--- src/rtl/condlogic_pipe.sv ---
// condlogic_pipe
//   Execute-stage conditional-execution unit. It holds NBANK independent
//   NZCV flag banks and evaluates the 4-bit condition field against the bank
//   named by bankSel. It gates the PC, register and memory write requests.
//   It also runs an IT-style predication FSM that overrides the condition of
//   up to ITMAX following instructions.
//
// Ports
//   clk, reset        : clock, synchronous active-high reset
//   en, flush         : instruction valid/advance (0 = stall); kill + IT abort
//   cond, bankSel     : instruction condition field and flag bank select
//   ALUFlags, flagW   : {N,Z,C,V} from the ALU; [1] writes N,Z, [0] writes C,V
//   PCS, regW, memW   : ungated write requests from decode
//   itStart, itCount,
//   itCond, itMask    : IT instruction, block length, base condition, then/else mask
//   condEx            : effective condition passed (combinational)
//   PCSrc, regWrite,
//   memWrite          : gated write requests
//   itActive          : IT block in progress
//   flagsOut          : registered flags of bank bankSel
module condlogic_pipe #(
  parameter int NBANK = 2,
  parameter int BW    = (NBANK > 1) ? $clog2(NBANK) : 1,
  parameter int ITMAX = 4,
  parameter int ITW   = $clog2(ITMAX + 1)
) (
  input  logic             clk,
  input  logic             reset,
  input  logic             en,
  input  logic             flush,
  input  logic [3:0]       cond,
  input  logic [BW-1:0]    bankSel,
  input  logic [3:0]       ALUFlags,
  input  logic [1:0]       flagW,
  input  logic             PCS,
  input  logic             regW,
  input  logic             memW,
  input  logic             itStart,
  input  logic [ITW-1:0]   itCount,
  input  logic [3:0]       itCond,
  input  logic [ITMAX-1:0] itMask,
  output logic             condEx,
  output logic             PCSrc,
  output logic             regWrite,
  output logic             memWrite,
  output logic             itActive,
  output logic [3:0]       flagsOut
);

  localparam int IDXW = (ITMAX > 1) ? $clog2(ITMAX) : 1;

  typedef enum logic {IDLE, ACTIVE} state_t;

  state_t           state, state_nxt;
  logic [ITW-1:0]   remain, remain_nxt;
  logic [IDXW-1:0]  idx, idx_nxt;
  logic [3:0]       itcondr, itcondr_nxt;
  logic [ITMAX-1:0] itmaskr, itmaskr_nxt;

  logic [3:0] bank [NBANK];
  logic       bank_ok;
  logic [3:0] flags_sel;
  logic [3:0] eff_cond;
  logic       active_v;
  logic       go;

  function automatic logic cond_pass(input logic [3:0] c, input logic [3:0] f);
    logic n, z, cf, v, ge;
    n  = f[3];
    z  = f[2];
    cf = f[1];
    v  = f[0];
    ge = (n == v);
    case (c)
      4'b0000: cond_pass = z;
      4'b0001: cond_pass = ~z;
      4'b0010: cond_pass = cf;
      4'b0011: cond_pass = ~cf;
      4'b0100: cond_pass = n;
      4'b0101: cond_pass = ~n;
      4'b0110: cond_pass = v;
      4'b0111: cond_pass = ~v;
      4'b1000: cond_pass = cf & ~z;
      4'b1001: cond_pass = ~(cf & ~z);
      4'b1010: cond_pass = ge;
      4'b1011: cond_pass = ~ge;
      4'b1100: cond_pass = ~z & ge;
      4'b1101: cond_pass = ~(~z & ge);
      4'b1110: cond_pass = 1'b1;
      default: cond_pass = 1'b0;
    endcase
  endfunction

  // Non-power-of-two bank counts leave unused select codes; they read as
  // zero flags and are never written.
  assign bank_ok = (int'(bankSel) < NBANK);

  always_comb begin
    flags_sel = '0;
    if (bank_ok) flags_sel = bank[bankSel];
  end

  assign flagsOut = flags_sel;

  // While reset is asserted the IT state may still be stale until the edge,
  // so the block is masked out here to keep outputs quiet and use own cond.
  assign active_v = (state == ACTIVE) & ~reset;
  assign itActive = active_v;

  always_comb begin
    eff_cond = cond;
    if (active_v) eff_cond = itmaskr[idx] ? itcondr : (itcondr ^ 4'b0001);
  end

  assign condEx   = cond_pass(eff_cond, flags_sel);
  assign go       = en & ~flush & condEx & ~reset;
  assign regWrite = regW & go;
  assign memWrite = memW & go;
  assign PCSrc    = PCS & go;

  // Flag banks: only the selected bank is written, in halves.
  always_ff @(posedge clk) begin
    if (reset) begin
      for (int unsigned b = 0; b < NBANK; b++) bank[b] <= '0;
    end else if (go && bank_ok) begin
      if (flagW[1]) bank[bankSel][3:2] <= ALUFlags[3:2];
      if (flagW[0]) bank[bankSel][1:0] <= ALUFlags[1:0];
    end
  end

  // IT FSM next-state logic.
  always_comb begin
    state_nxt   = state;
    remain_nxt  = remain;
    idx_nxt     = idx;
    itcondr_nxt = itcondr;
    itmaskr_nxt = itmaskr;
    if (flush) begin
      state_nxt  = IDLE;
      remain_nxt = '0;
      idx_nxt    = '0;
    end else if (en) begin
      case (state)
        IDLE: begin
          if (go && itStart && (itCount != '0)) begin
            state_nxt   = ACTIVE;
            remain_nxt  = (itCount > ITW'(ITMAX)) ? ITW'(ITMAX) : itCount;
            idx_nxt     = '0;
            itcondr_nxt = itCond;
            itmaskr_nxt = itMask;
          end
        end
        ACTIVE: begin
          remain_nxt = remain - ITW'(1);
          if (remain == ITW'(1)) begin
            state_nxt = IDLE;
            idx_nxt   = '0;
          end else begin
            idx_nxt = idx + IDXW'(1);
          end
        end
        default: begin
          state_nxt  = IDLE;
          remain_nxt = '0;
          idx_nxt    = '0;
        end
      endcase
    end
  end

  always_ff @(posedge clk) begin
    if (reset) begin
      state   <= IDLE;
      remain  <= '0;
      idx     <= '0;
      itcondr <= '0;
      itmaskr <= '0;
    end else begin
      state   <= state_nxt;
      remain  <= remain_nxt;
      idx     <= idx_nxt;
      itcondr <= itcondr_nxt;
      itmaskr <= itmaskr_nxt;
    end
  end

endmodule

--- config.mk ---
export PLATFORM = sky130hd
export DESIGN_NAME = condlogic_pipe
export DESIGN_NICKNAME = d
export VERILOG_FILES = /design/src/rtl/condlogic_pipe.sv
export SDC_FILE = /design/constraint.sdc
export NUM_CORES = 1
export LEC_CHECK = 0
export ABC_AREA = 1
export BUFFER_PORTS_ARGS = -buffer_cell sky130_fd_sc_hd__clkbuf_2
export CORE_MARGIN = 3
export CORE_UTILIZATION = 50
export CTS_CLUSTER_DIAMETER = 30
export DETAILED_ROUTE_END_ITERATION = 10
export PLACE_DENSITY = 0.85
export SYNTH_ARGS = -nofsm -noshare
export SYNTH_HDL_FRONTEND = slang
export SYNTH_SLANG_ARGS = --single-unit
--- constraint.sdc ---
create_clock -name clk -period 2.13 [get_ports clk]
set_input_delay 0.1065 -clock clk [delete_from_list [all_inputs] [get_ports clk]]
set_output_delay 0.1065 -clock clk [all_outputs]
set_load 0.1 [all_outputs]
# Word-level counts from Yosys, hierarchy flattened
# Memories as Yosys holds them, arrays and structs flattened.
# Cells that the tools add are included.
# Widths: inputs -> output; s select.
[word_totals]
register_bits = 14
ram_bits = 8
input_bits = 30
out_inout_bits = 9
elab_cells = 82
memories = 1
[op_classes]
n_addsub = 2
n_lt_le_gt_ge = 2
n_eq_ne = 17
mux = 27
n_bitwise = 20
n_reduce_logical = 8
[memory_table]
columns = ["memory", "depth", "width", "read_ports", "rd_ports_with_merged_regs", "write_ports", "line", "rtl"]
rows = [
  ["bank", 2, 4, 1, 0, 2, "60", "logic [3:0] bank [NBANK];"],
]
[op_table]
columns = ["operator", "n"]
rows = [
  ["$eq 4x4->1 const B", 7],
  ["$eq 4x3->1 const B", 4],
  ["$mux 1", 15],
  ["$pmux 1 s15", 1],
  ["$not 1->1", 11],
  ["$and 1x1->1", 9],
  ["$eq 4x2->1 const B", 2],
  ["$mux 4", 2],
  ["$mux 2", 3],
  ["$mux 3", 2],
  ["$pmux 3 s2", 1],
  ["$eq 4x1->1 const B", 1],
  ["$logic_not 4->1", 1],
  ["$pmux 2 s2", 1],
  ["$reduce_and 4->1", 1],
  ["$reduce_or 4->1", 1],
  ["$eq 3x1->1 const B", 1],
  ["$gt 3x3->1 const B", 1],
  ["$lt 2x3->1 const B", 1],
  ["$reduce_bool 3->1", 1],
  ["$sub 3x1->3 const B", 1],
  ["$add 2x1->2 const B", 1],
  ["$bmux 1 s2", 1],
  ["$logic_and 1x1->1", 2],
  ["5 further kinds", 5],
]

# Logic depth before layout (Yosys ltp)
# Gate-level depths: netlist of run 1.
[logic_depth]
ltp_word = 13
ltp_mapped = 19
depth_no_buf = 18

# Worst setup path after synthesis of run 1
# Ideal clock, no wire load.
[synth_path]
kind = "register to output"
startpoint = "mem bank[1][3]"
endpoint = "out PCSrc"
t_arrival_ns = 3.387
required_time_ns = 2.024
setup_slack_ns = -1.363
path_stages_with_launch = 14
path_buffers = 0
cell_sequence = "edfxtp_1 nand2_1 nand2_1 nand2_1 nand2_2 inv_1 nand2_1 nand2_1 nand3_1 nand2_1 nor2_2 nand4_4 nand2_2 nor2_1"
[synth_between]
elab_chain_cells = 8
word_cells_on_any_way = 10
cone_classes = "1 x eq/ne; 1 x mux; 7 x bitwise; 1 x memory"
[synth_rtl]
columns = ["element", "line", "rtl"]
rows = [
  ["start, declared", "60", ""],
  ["$mem_v2 2x4 (*)", "n/a", ""],
  ["net flagsOut[3]", "47", "output logic [3:0] flagsOut"],
  ["$eq 1x1->1", "73", "ge = (n == v);"],
  ["$and 1x1->1", "87, 88", ""],
  ["$not 1->1", "88", "4'b1101: cond_pass = ~(~z & ge);"],
  ["$pmux 1 s15 (*)", "74", "case (c)"],
  ["net condEx", "42", "output logic condEx,"],
  ["$and 1x1->1 (*) (2 in a row)", "116", "assign go = en & ~flush & condEx & ~reset;"],
  ["$and 1x1->1 (*)", "119", "assign PCSrc = PCS & go;"],
  ["end, declared", "43", "output logic PCSrc,"],
]
# The timed path passes the listed nets; every way through them passes the cells marked *.

# Worst setup path in the final report of run 1
[layout_path]
startpoint = "reg idx[1]"
endpoint = "out PCSrc"
[layout_between]
elab_chain_cells = 9
word_cells_on_any_way = 23
cone_classes = "14 x eq/ne; 5 x mux; 3 x bitwise; 1 x reduce/logical"
[layout_rtl]
columns = ["element", "line", "rtl"]
rows = [
  ["start, declared", "56", "logic [IDXW-1:0] idx, idx_nxt;"],
  ["start signal, assigned", "181", "idx <= idx_nxt;"],
  ["$bmux 1 s2 (*)", "112", "if (active_v) eff_cond = itmaskr[idx] ? itcondr : (itcondr ^ 4'b0001);"],
  ["$mux 1 (implied by the code) (*)", "112", ""],
  ["$mux 1 (*)", "112", ""],
  ["$mux 4 (*)", "112", ""],
  ["$eq 4x4->1 (tied with other cells)", "74", ""],
  ["$pmux 1 s15 (*)", "74", ""],
  ["$and 1x1->1 (*) (2 in a row)", "116", ""],
  ["$and 1x1->1 (*)", "119", ""],
]
# Every way passes the cells marked *; elsewhere a longest branch is shown, timed or not. The select of a mux whose other input is x is not followed.

==> results of run 1 <==
==> how the worst max path moves through the flow <==
stage | endpoint | startpoint | cells past startpoint
after global placement | itcondr[2] | idx[0] | 13
after global routing | regWrite | bank[0][0] | 15
final | PCSrc | idx[1] | 13
after CTS | PCSrc | bank[1][3] | 15
after floorplan | bank[1][0] | bank[1][1] | 12
after detailed placement | bank[1][3] | idx[0] | 14
==> metrics by stage <==
| stage | instance area, µm² | setup slack [ns] | util | total power [µW] | cells |
|---|---|---|---|---|---|
| final | 2020 | 0.0118 | 0.703 | 963 | 323 |
| after global routing | 2020 | -0.152 | 0.703 | 998 | 323 |
| after CTS | 1960 | 0.0177 | 0.681 | 946 | 319 |
| after detailed placement | 1890 | 0.0804 | 0.657 | 719 | 314 |
| after global placement | 1890 | 0.125 | 0.657 | 716 | 314 |
| after floorplan | 1620 | -0.393 | - | 656 | 235 |
==> cells in the mapped netlist, drive strengths merged <==
cell type	number	area, µm²
nand2	69	294
o31a	1	8.76
xnor2	1	8.76
or2	1	6.26
o21ai	11	62.6
nand4	4	55.1
edfxtp	8	240
a21oi	17	88.8
nand3	26	155
a22oi	1	7.51
ha	2	25.0
buf	4	38.8
nor2	32	128
clkbuf	1	7.51
inv	43	166
dfxtp	14	280
==> repair_timing <==
action                                  in CTS  in global routing
endpoints found under the setup margin       4                 29
buffers inserted                             2                  3
pin swaps                                    2                  6
cloned                                       0                  1
gates resized for setup                      8                 16
==> power breakdown <==
group          switching (µW)  internal [µW]  leakage (µW)  total, µW
sequential               5.29            445      0.000196        450
clock                     130            104     0.0000210        234
combinational             193           85.0      0.000753        278
==> critical path, stage by stage, from the launching register on <==
cell	delay, ns
sky130_fd_sc_hd__dfxtp_2	0.40
sky130_fd_sc_hd__inv_1	0.09
sky130_fd_sc_hd__nand3_2	0.09
sky130_fd_sc_hd__nand2_1	0.07
sky130_fd_sc_hd__nand2_1	0.07
sky130_fd_sc_hd__nand3_2	0.07
sky130_fd_sc_hd__nand2_2	0.11
sky130_fd_sc_hd__nand3_1	0.08
sky130_fd_sc_hd__nand3_1	0.09
sky130_fd_sc_hd__nand2_1	0.10
sky130_fd_sc_hd__nand4_4	0.12
sky130_fd_sc_hd__nand2_4	0.10
sky130_fd_sc_hd__nor2_4	0.13
sky130_fd_sc_hd__buf_12	0.18
==> registers in the layout (all words and copies together), names as in the netlist <==
signal / flops
remain: 3
itmaskr: 4
itcondr: 4
state: 1
bank: 8
idx: 2
==> cell families after synthesis <==
kind of cell,after synthesis,synth area share
AO/OA/AOI/OAI,30,0.107
buffers and inverters,48,0.135
XOR/XNOR,1,0.00557
AND/OR/NAND/NOR,132,0.406
flip-flops,22,0.331
adder cells (fa/ha/maj),2,0.0159
==> final cells by class <==
type,instances,area share
multi-input cells,166,0.465
repair buffers,46,0.147
well taps,42,0.0260
flip-flops and latches,22,0.260
clock buffers,4,0.0179
inverters,43,0.0835
==> routing by layer <==
| layer | share of wire | wire length (µm) | vias to the layer above | track usage |
|---|---|---|---|---|
| met5 | 0 | 0 | - | 0 |
| met4 | 0.016 | 59 | 0 | 0.0697 |
| met3 | 0.068 | 251 | 6 | 0.0269 |
| met2 | 0.49 | 1830 | 60 | 0.315 |
| met1 | 0.42 | 1560 | 702 | 0.263 |
| li1 | - | - | 836 | - |
==> results by group, run 1 <==
Die
  – Full die area: 3850 µm²
  – Die Height: 62.1 µm
  – Starting density of the core: 0.547
  – X dimension of the die: 62.1 µm
  – Core Rows: 19
  – I/O pin count: 39
  – Core box area: 2880 µm²

Timing
  – Hold_ws: 0.0461 ns
  – Worst slew margin relative to its limit: 0.641
  – RSZ-0062 raised after global routing: true
  – Slew at the pin with the worst max-slew slack: 0.540 ns
  – Endpoints failing hold: 0
  – Clock skew after layout: 0.00166 ns
  – Setup violations, final: 0
  – TNS Setup: 0 ns
  – Min cycle time layout: 2.12 ns
  – Achievable Freq: 472 MHz
  – Count of final max-slew check failures: 0
  – Final worst-path cycle share: 0.994

Route
  – Post-detailed-route DRC marker count: 0
  – Total number of vias: 1604
  – Iteration count of the initial detailed-routing pass: 4
  – DRC violation total after the first TritonRoute iteration: 132
  – Via count normalized by instance count: 4.97
  – Post-route ant nets: 0
  – DR WL/cell: 11.5 µm
  – Final wirelength: 3710 µm

CTS
  – CTS tree: built
  – Post-CTS clock slew at the launch and capture registers of the worst setup and hold paths: 0.12 ns
  – Worst skew pair latency: 0.31 ns
  – Max Root-Sink Buffers: 2
  – Root Driver: sky130_fd_sc_hd__clkbuf_4
  – Number of clock sinks: 22
  – Cts bufs inserted: 3
  – CTS HTree Levels: 1
  – Hold-fix buffers at CTS: 0

Layout
  – ANT cells: 0
  – Fill count: 229
  – Multi-input gate area: 941 µm²
  – Area growth syn-to-layout: 28.6%
  – Final net count: 314
  – Reg area: 527 µm²
  – Fraction of layout instances using a drive strength above 1: 0.345
  – Commonest cells after routing, fill and taps aside: sky130_fd_sc_hd__nand2_1 (53), sky130_fd_sc_hd__inv_1 (36), sky130_fd_sc_hd__clkbuf_2 (34)
  – Commonest non-fill, non-tap cell in the layout: sky130_fd_sc_hd__nand2_1

Pwr
  – Power per cell area: 476 nW/µm²
  – Static Leakage: 0.000970 µW
  – Maximum vdd drop: 0.333 mV

Setup path
  – Crit Path Class: reg -> out
  – Register-to-register path setup slack: 0.04 ns
  – Reg-to-reg startpoint: bank[1][0]
  – Endpoint class of the critical path: primary output
  – R2R depth: 19
  – Nature of the critical path startpoint: flop
  – Reg2Reg Capture Point: remain[2]
  – Critical path data required time: 2.02 ns
  – Largest fanout of any net on the critical path: 5
  – Critical path arrival: 2.01 ns

Yosys
  – Syn_nets: 267
  – Post-synthesis cell type count: 27
  – Flip-flop and latch count after synthesis: 22
  – Gate count after technology mapping: 235
  – Register area share after synthesis: 0.331
  – Area of the mapped netlist: 1570 µm²
  – Warning count from the yosys run: 0
  – Mean cell area of the mapped netlist: 6.69 µm²

Min path
  – HP Class: in -> reg
  – Hold Path Origin: itMask[0]
  – Endpoint of the worst hold path: itmaskr[0]
  – Worst hold stages: 3

Global routing
  – Number of antenna violations at the first check in global routing: 0
  – Global-route congestion overflow total: 0
  – Via count of the first global-routing pass: 1374
  – Pin count of the biggest net entering global routing: 18
  – Aggregate global-route resource usage: 0.194
  – Global-route wire length before repair: 5630 µm

Run
  – Reported max-cap violation count: 0

Place
  – Final HPWL DP: 2730 µm
  – Last weighted congestion value of the routability-driven placer: 1.03
  – Count of input and output buffers: 38

Status
  – Result of the run: finished clean
Power figures use the tool's default switching activity.
==> inputs of run 2 (changes only) <==
CORE_ASPECT_RATIO = 0.8   (was unset)
==> run 2 against run 1 <==
Effect of this change:
- the flow now finishes with violations (negative setup slack)
- worst hold slack improved by 0.063 ns
- routed wire length rose by 27%
- core utilization rose by 6.7 points
==> results by group, run 2 (synthesized netlist as in run 1, its figures left out) <==
Die
  – Die Height: 56.2 µm (-9.5%)
  – Core box area: 2870 µm² (-0.17%)
  – I/O pin count: 39 (unchanged)
  – Core Rows: 17 (-2)
  – X dimension of the die: 68.7 µm (+11%)
  – Starting density of the core: 0.548 (+0.000953)
  – Full die area: 3860 µm² (+0.11%)

Route
  – Via count normalized by instance count: 5.51 (+11%)
  – DR WL/cell: 14.7 µm (+28%)
  – Final wirelength: 4690 µm (+27%)
  – Post-detailed-route DRC marker count: 0 (unchanged)
  – Total number of vias: 1758 (+9.6%)
  – Post-route ant nets: 0 (unchanged)
  – Iteration count of the initial detailed-routing pass: 7 (+3)
  – DRC violation total after the first TritonRoute iteration: 287 (+120%)

Layout
  – Commonest non-fill, non-tap cell in the layout: sky130_fd_sc_hd__nand2_1
  – Largest reg by FF count: bank
  – Biggest regs: bank x8, itcondr x4, itmaskr x4
  – Fill count: 180 (-21%)
  – Fraction of layout instances using a drive strength above 1: 0.456 (+0.110)
  – ANT cells: 0 (unchanged)
  – Area growth syn-to-layout: 40.6%
  – Final net count: 314 (unchanged)
  – Commonest cells after routing, fill and taps aside: sky130_fd_sc_hd__nand2_1 (37), sky130_fd_sc_hd__inv_1 (34), sky130_fd_sc_hd__clkbuf_2 (34)
  – Number of flip-flops in the largest register: 8 (unchanged)

Timing
  – Hold_ws: 0.109 ns (+0.0625 ns)
  – RSZ-0062 raised after global routing: true
  – Worst slew margin relative to its limit: 0.643 (+0.00146)
  – Worst setup slack after layout: -0.0909 ns (-0.103 ns)
  – Endpoints failing hold: 0 (unchanged)
  – Min cycle time layout: 2.22 ns (+0.103 ns)
  – Final worst-path cycle share: 1.04 (+0.0482)
  – Setup violations, final: 8 (+8)
  – Achievable Freq: 450 MHz (-4.6%)
  – Count of final max-slew check failures: 0 (unchanged)
  – Clock skew after layout: 0.00421 ns (+0.00254 ns)
  – Slew at the pin with the worst max-slew slack: 0.538 ns (-0.00220 ns)

Status
  – Result of the run: finished, violations left
  – Violations in the final reports: negative setup slack

Run
  – Reported max-cap violation count: 0 (unchanged)

Place
  – Final HPWL DP: 2950 µm (+7.8%)
  – Count of input and output buffers: 38 (unchanged)
  – Worst setup slack before clock tree synthesis: 0.0359 ns (-0.0445 ns)
  – Last weighted congestion value of the routability-driven placer: 0.932 (-9.5%)

Global routing
  – Pin count of the biggest net entering global routing: 18 (unchanged)
  – Global-route wire length before repair: 6470 µm (+15%)
  – Global-route congestion overflow total: 0 (unchanged)
  – Number of antenna violations at the first check in global routing: 0 (unchanged)
  – Aggregate global-route resource usage: 0.216 (+0.0218)
  – Via count of the first global-routing pass: 1445 (+5.2%)

CTS
  – Number of clock sinks: 22 (unchanged)
  – Max Root-Sink Buffers: 2 (unchanged)
  – Hold-fix buffers at CTS: 0 (unchanged)
  – CTS HTree Levels: 1 (unchanged)
  – Worst skew pair latency: 0.26 ns (-0.05 ns)
  – Root Driver: sky130_fd_sc_hd__clkbuf_8
  – Cts bufs inserted: 3 (unchanged)
  – CTS tree: built
  – Post-CTS clock slew at the launch and capture registers of the worst setup and hold paths: 0.08 ns (-0.04 ns)

Setup path
  – Endpoint class of the critical path: primary output
  – Critical path arrival: 2.11 ns (+0.10 ns)
  – Crit Path Class: reg -> out
  – Nature of the critical path startpoint: flop
  – Critical path data required time: 2.02 ns (about the same)
  – Largest fanout of any net on the critical path: 6 (+1)

Min path
  – HP Class: in -> reg

Pwr
  – Power per cell area: 518 nW/µm² (+8.9%)
  – Maximum vdd drop: 0.516 mV (+55%)
  – Static Leakage: 0.000996 µW (+2.7%)
## run 2: worst paths after layout
| path | start | slack, ns | depth (start not counted) | end |
|---|---|---|---|---|
| setup reg to reg | state | -0.07 | 14 | bank[0][2] |
| setup / recovery | state | -0.09 | 13 | PCSrc |
| hold reg to reg | itcondr[3] | 0.47 | 2 | itcondr[3] |
| hold / removal | flush | 0.11 | 4 | state |
## run 2: metrics by stage
| step | instance area [µm²] | total power, µW | cells | TNS, ns | utilization |
|---|---|---|---|---|---|
| floorplan | 1620 | 656 | 235 | -10.07 | - |
| global placement | 1880 | 718 | 310 | 0 | 0.656 |
| detailed placement | 1880 | 722 | 310 | 0 | 0.656 |
| CTS | 1980 | 1110 | 313 | 0 | 0.688 |
| global route | 2210 | 1190 | 319 | -2.52 | 0.770 |
| finish | 2210 | 1150 | 319 | -0.498 | 0.770 |
## run 2: cell type report
| class | count | area (µm²) | area share |
|---|---|---|---|
| Multi-Input combinational cell | 165 | 1080 | 0.487 |
| Sequential cell | 22 | 533 | 0.241 |
| Clock buffer | 3 | 41.3 | 0.0187 |
| Tap cell | 38 | 47.5 | 0.0215 |
| Clock inverter | 1 | 30.0 | 0.0136 |
| Timing Repair Buffer | 47 | 305 | 0.138 |
| Inverter | 43 | 176 | 0.0798 |
## run 2: power by group
part	switching, µW	internal, µW
clock network	134	251
registers	8.11	442
logic	218	92.3
## run 2: per-layer routing
layer | global-route usage | up-vias | routed length (µm)
met5 | 0 | - | 0
met4 | 0.0667 | 0 | 116
met3 | 0.0909 | 24 | 561
met2 | 0.309 | 130 | 2140
met1 | 0.292 | 773 | 1870
li1 | - | 831 | -
## run 2: worst max-delay path: stages, from the launching register on
cell and delay (ns):
sky130_fd_sc_hd__dfxtp_4 0.41, sky130_fd_sc_hd__nand2_8 0.09, sky130_fd_sc_hd__nand2_2 0.10, sky130_fd_sc_hd__nand2_4 0.07
sky130_fd_sc_hd__inv_4 0.10, sky130_fd_sc_hd__nand2_2 0.08, sky130_fd_sc_hd__nor2_1 0.18, sky130_fd_sc_hd__nand3_2 0.12
sky130_fd_sc_hd__nand2_2 0.10, sky130_fd_sc_hd__inv_2 0.04, sky130_fd_sc_hd__nand4_4 0.12, sky130_fd_sc_hd__nand2_4 0.11
sky130_fd_sc_hd__nor2_4 0.15, sky130_fd_sc_hd__buf_12 0.18
## run 2: timing repair
item                                    CTS  global route
setup buffers                             0             6
endpoints found under the setup margin    4            26
pin swaps                                 2            15
resized for setup                         9            53
==> inputs of run 3 (changes only) <==
CTS_BUF_LIST = sky130_fd_sc_hd__clkbuf_4 sky130_fd_sc_hd__clkbuf_8 sky130_fd_sc_hd__clkbuf_16   (was unset)
clock period = 2.3 ns   (was 2.13 ns; I/O delays follow)
==> run 3 against run 2 <==
Effect of this change:
- the run now ends clean
- via count is 4.1% lower
- first-iteration DRC count decreased by 43%
- clock-buffer cell count did not move
- non-clock buffer count down 1
- worst hold slack improved by 0.0062 ns
- power decreased by 7.3%
- global-route usage decreased by 0.73 points
- register-to-register slack improved by 0.19 ns
- sequential power decreased by 7.6%
- core utilization decreased by 4.7 points
- setup slack improved by 0.16 ns
==> results by group, run 3 (synthesized netlist as in run 1, its figures left out) <==
Status
  – Result of the run: finished clean

CTS
  – Max Root-Sink Buffers: 2 (unchanged)
  – Post-CTS clock slew at the launch and capture registers of the worst setup and hold paths: 0.08 ns (about the same)
  – Worst skew pair latency: 0.27 ns (about the same)
  – Hold-fix buffers at CTS: 0 (unchanged)
  – CTS HTree Levels: 1 (unchanged)
  – Cts bufs inserted: 3 (unchanged)
  – Number of clock sinks: 22 (unchanged)
  – CTS tree: built
  – Root Driver: sky130_fd_sc_hd__clkbuf_8

Setup path
  – R2R depth: 15 (+1)
  – Register-to-register path setup slack: 0.12 ns (+0.19 ns)
  – Reg2Reg Capture Point: bank[1][3]
  – Crit Path Class: reg -> out
  – Cells along the critical path: inv_1 > nand2_1 > nand2_2 > nand2_2 > nand2_4 > nand2_2 > nand2_1 > nand2_1 > nand3_1 > nand2_1 > nor2_2 > nand4_4 > nand2_4 > nor2_4 > buf_12
  – Nature of the critical path startpoint: flop
  – Largest delay contributor family on the critical path: simple AND/OR/NAND/NOR gates
  – CP max stage delay: 0.43 ns (+0.02 ns)
  – Cell repeated most along the worst path: sky130_fd_sc_hd__nand2_1
  – Endpoint class of the critical path: primary output
  – Critical path arrival: 2.12 ns (about the same)
  – Critical path buffers and inverters: 2 (-1)
  – Reg-to-reg startpoint: idx[0]
  – Largest fanout of any net on the critical path: 5 (-1)
  – Critical path data required time: 2.18 ns (+0.16 ns)
  – Slowest stage cell, crit path: sky130_fd_sc_hd__edfxtp_1

Global routing
  – Global-route congestion overflow total: 0 (unchanged)
  – GRT met2 Usage: 0.332 (+0.0231)
  – Met1 Resource Use GR: 0.286 (-0.00642)
  – Pin count of the biggest net entering global routing: 18 (unchanged)
  – Global-route wire length before repair: 6300 µm (-2.7%)
  – Via count of the first global-routing pass: 1457 (+0.83%)
  – GR peak layer: met2
  – Aggregate global-route resource usage: 0.209 (-0.00726)
  – Met3 track demand over resource in global routing: 0.0444 (-0.0465)
  – Number of antenna violations at the first check in global routing: 0 (unchanged)

Timing
  – Achievable Freq: 448 MHz
  – Endpoints failing hold: 0 (unchanged)
  – TNS Setup: 0 ns (+0.498 ns)
  – Clock skew after layout: 0.00550 ns (+0.00130 ns)
  – Worst slew margin relative to its limit: 0.643 (about the same)
  – Setup violations, final: 0 (-8)
  – Min cycle time layout: 2.23 ns
  – Slew at the pin with the worst max-slew slack: 0.538 ns (+0.000290 ns)
  – Final worst-path cycle share: 0.971
  – Hold_ws: 0.115 ns (+0.00619 ns)
  – Count of final max-slew check failures: 0 (unchanged)

Pwr
  – Power per cell area: 511 nW/µm² (-1.3%)
  – Final Total Pwr: 1060 µW (-7.3%)
  – Static Leakage: 0.000974 µW (-2.2%)
  – Maximum vdd drop: 0.331 mV (-36%)

Route
  – Post-detailed-route DRC marker count: 0 (unchanged)
  – DRC violation total after the first TritonRoute iteration: 165 (-43%)
  – Iteration count of the initial detailed-routing pass: 4 (-3)
  – DR WL/cell: 13.1 µm (-11%)
  – Total number of vias: 1686 (-4.1%)
  – Final wirelength: 4160 µm (-11%)
  – Via count normalized by instance count: 5.30 (-3.8%)
  – Post-route ant nets: 0 (unchanged)

Die
  – Full die area: 3860 µm² (unchanged)
  – I/O pin count: 39 (unchanged)
  – Starting density of the core: 0.548 (unchanged)
  – Core box area: 2870 µm² (unchanged)
  – Core Rows: 17 (unchanged)
  – Die Height: 56.2 µm (unchanged)
  – X dimension of the die: 68.7 µm (unchanged)

Layout
  – Reg area: 528 µm² (-0.94%)
  – Commonest cells after routing, fill and taps aside: sky130_fd_sc_hd__nand2_1 (47), sky130_fd_sc_hd__inv_1 (36), sky130_fd_sc_hd__clkbuf_2 (34)
  – Final net count: 313 (-0.32%)
  – Final std cells w/o fill: 318 (-0.31%)
  – Largest reg by FF count: bank
  – Biggest regs: bank x8, itcondr x4, itmaskr x4
  – Number of flip-flops in the largest register: 8 (unchanged)
  – Final Core Density: 0.723 (-0.0466)
  – Commonest non-fill, non-tap cell in the layout: sky130_fd_sc_hd__nand2_1
  – Fraction of layout instances using a drive strength above 1: 0.354 (-0.102)
  – Area growth syn-to-layout: 32.1%
  – Multi-input gate area: 951 µm² (-12%)
  – Fill count: 218 (+21%)
  – ANT cells: 0 (unchanged)

Place
  – Last weighted congestion value of the routability-driven placer: 0.901 (-3.4%)
  – Count of input and output buffers: 38 (unchanged)
  – Final HPWL DP: 3050 µm (+3.4%)
  – Post-placement cell count: 308 (-0.65%)

Min path
  – HP Class: in -> reg
  – Worst hold stages: 4 (unchanged)
  – Endpoint of the worst hold path: state
  – Hold Path Origin: flush

Run
  – Reported max-cap violation count: 0 (unchanged)
run 3: changes by cell type in the layout (fill, tap and decap cells not counted), moves of 2 or more:
cell	previous run	this run
sky130_fd_sc_hd__dfxtp_1	10	12
sky130_fd_sc_hd__inv_4	4	1
sky130_fd_sc_hd__nand2_2	21	14
sky130_fd_sc_hd__nand2_4	10	7
sky130_fd_sc_hd__inv_1	34	36
sky130_fd_sc_hd__nand3_1	8	20
sky130_fd_sc_hd__buf_4	9	7
sky130_fd_sc_hd__nand3_2	16	5
sky130_fd_sc_hd__nand2_1	37	47
run 3: worst max path at each step:
stage	startpoint	end	slack (ns)	cells after the start
CTS	state	condEx	0.005	8
floorplan	bank[1][1]	bank[1][0]	-0.22	12
global placement	state	bank[1][2]	0.20	14
global route	bank[1][0]	memWrite	-0.05	15
finish	bank[0][3]	memWrite	0.07	15
detailed placement	state	bank[1][2]	0.09	14
run 3: cell type report:
type | count | area share
Sequential cell | 22 | 0.254
Tap cell | 38 | 0.0229
Multi-Input combinational cell | 165 | 0.458
Clock buffer | 3 | 0.0199
Clock inverter | 1 | 0.0145
Timing Repair Buffer | 46 | 0.149
Inverter | 43 | 0.0813
run 3: report_power, final:
part	leakage [µW]	total, µW	switching, µW	internal, µW
combinational	0.000742	284	190	93.7
clock	0.0000357	362	130	233
sequential	0.000196	416	5.74	411
run 3: tightest hold or removal path, cell delays in order:
cell,delay (ns)
sky130_fd_sc_hd__clkbuf_2,0.07
sky130_fd_sc_hd__nor2_1,0.05
sky130_fd_sc_hd__inv_1,0.07
sky130_fd_sc_hd__a21oi_1,0.04
run 3: per-stage QoR:
stage	cell area, µm²	worst slack [ns]
CTS	1940	0.00537
floorplan	1620	-0.223
global placement	1870	0.200
global route	2080	-0.0483
finish	2080	0.0664
detailed placement	1870	0.0899
run 3: repair_timing:
item,4_1_cts,5_1_grt
gates resized for setup,0,25
endpoints found under the setup margin,0,26
buffers inserted,0,6
run 3: routing by layer:
| metal | part of all wire | vias up |
|---|---|---|
| met2 | 0.47 | 85 |
| met1 | 0.43 | 757 |
| met5 | 0 | - |
| li1 | - | 831 |
| met4 | 0.014 | 0 |
| met3 | 0.086 | 13 |
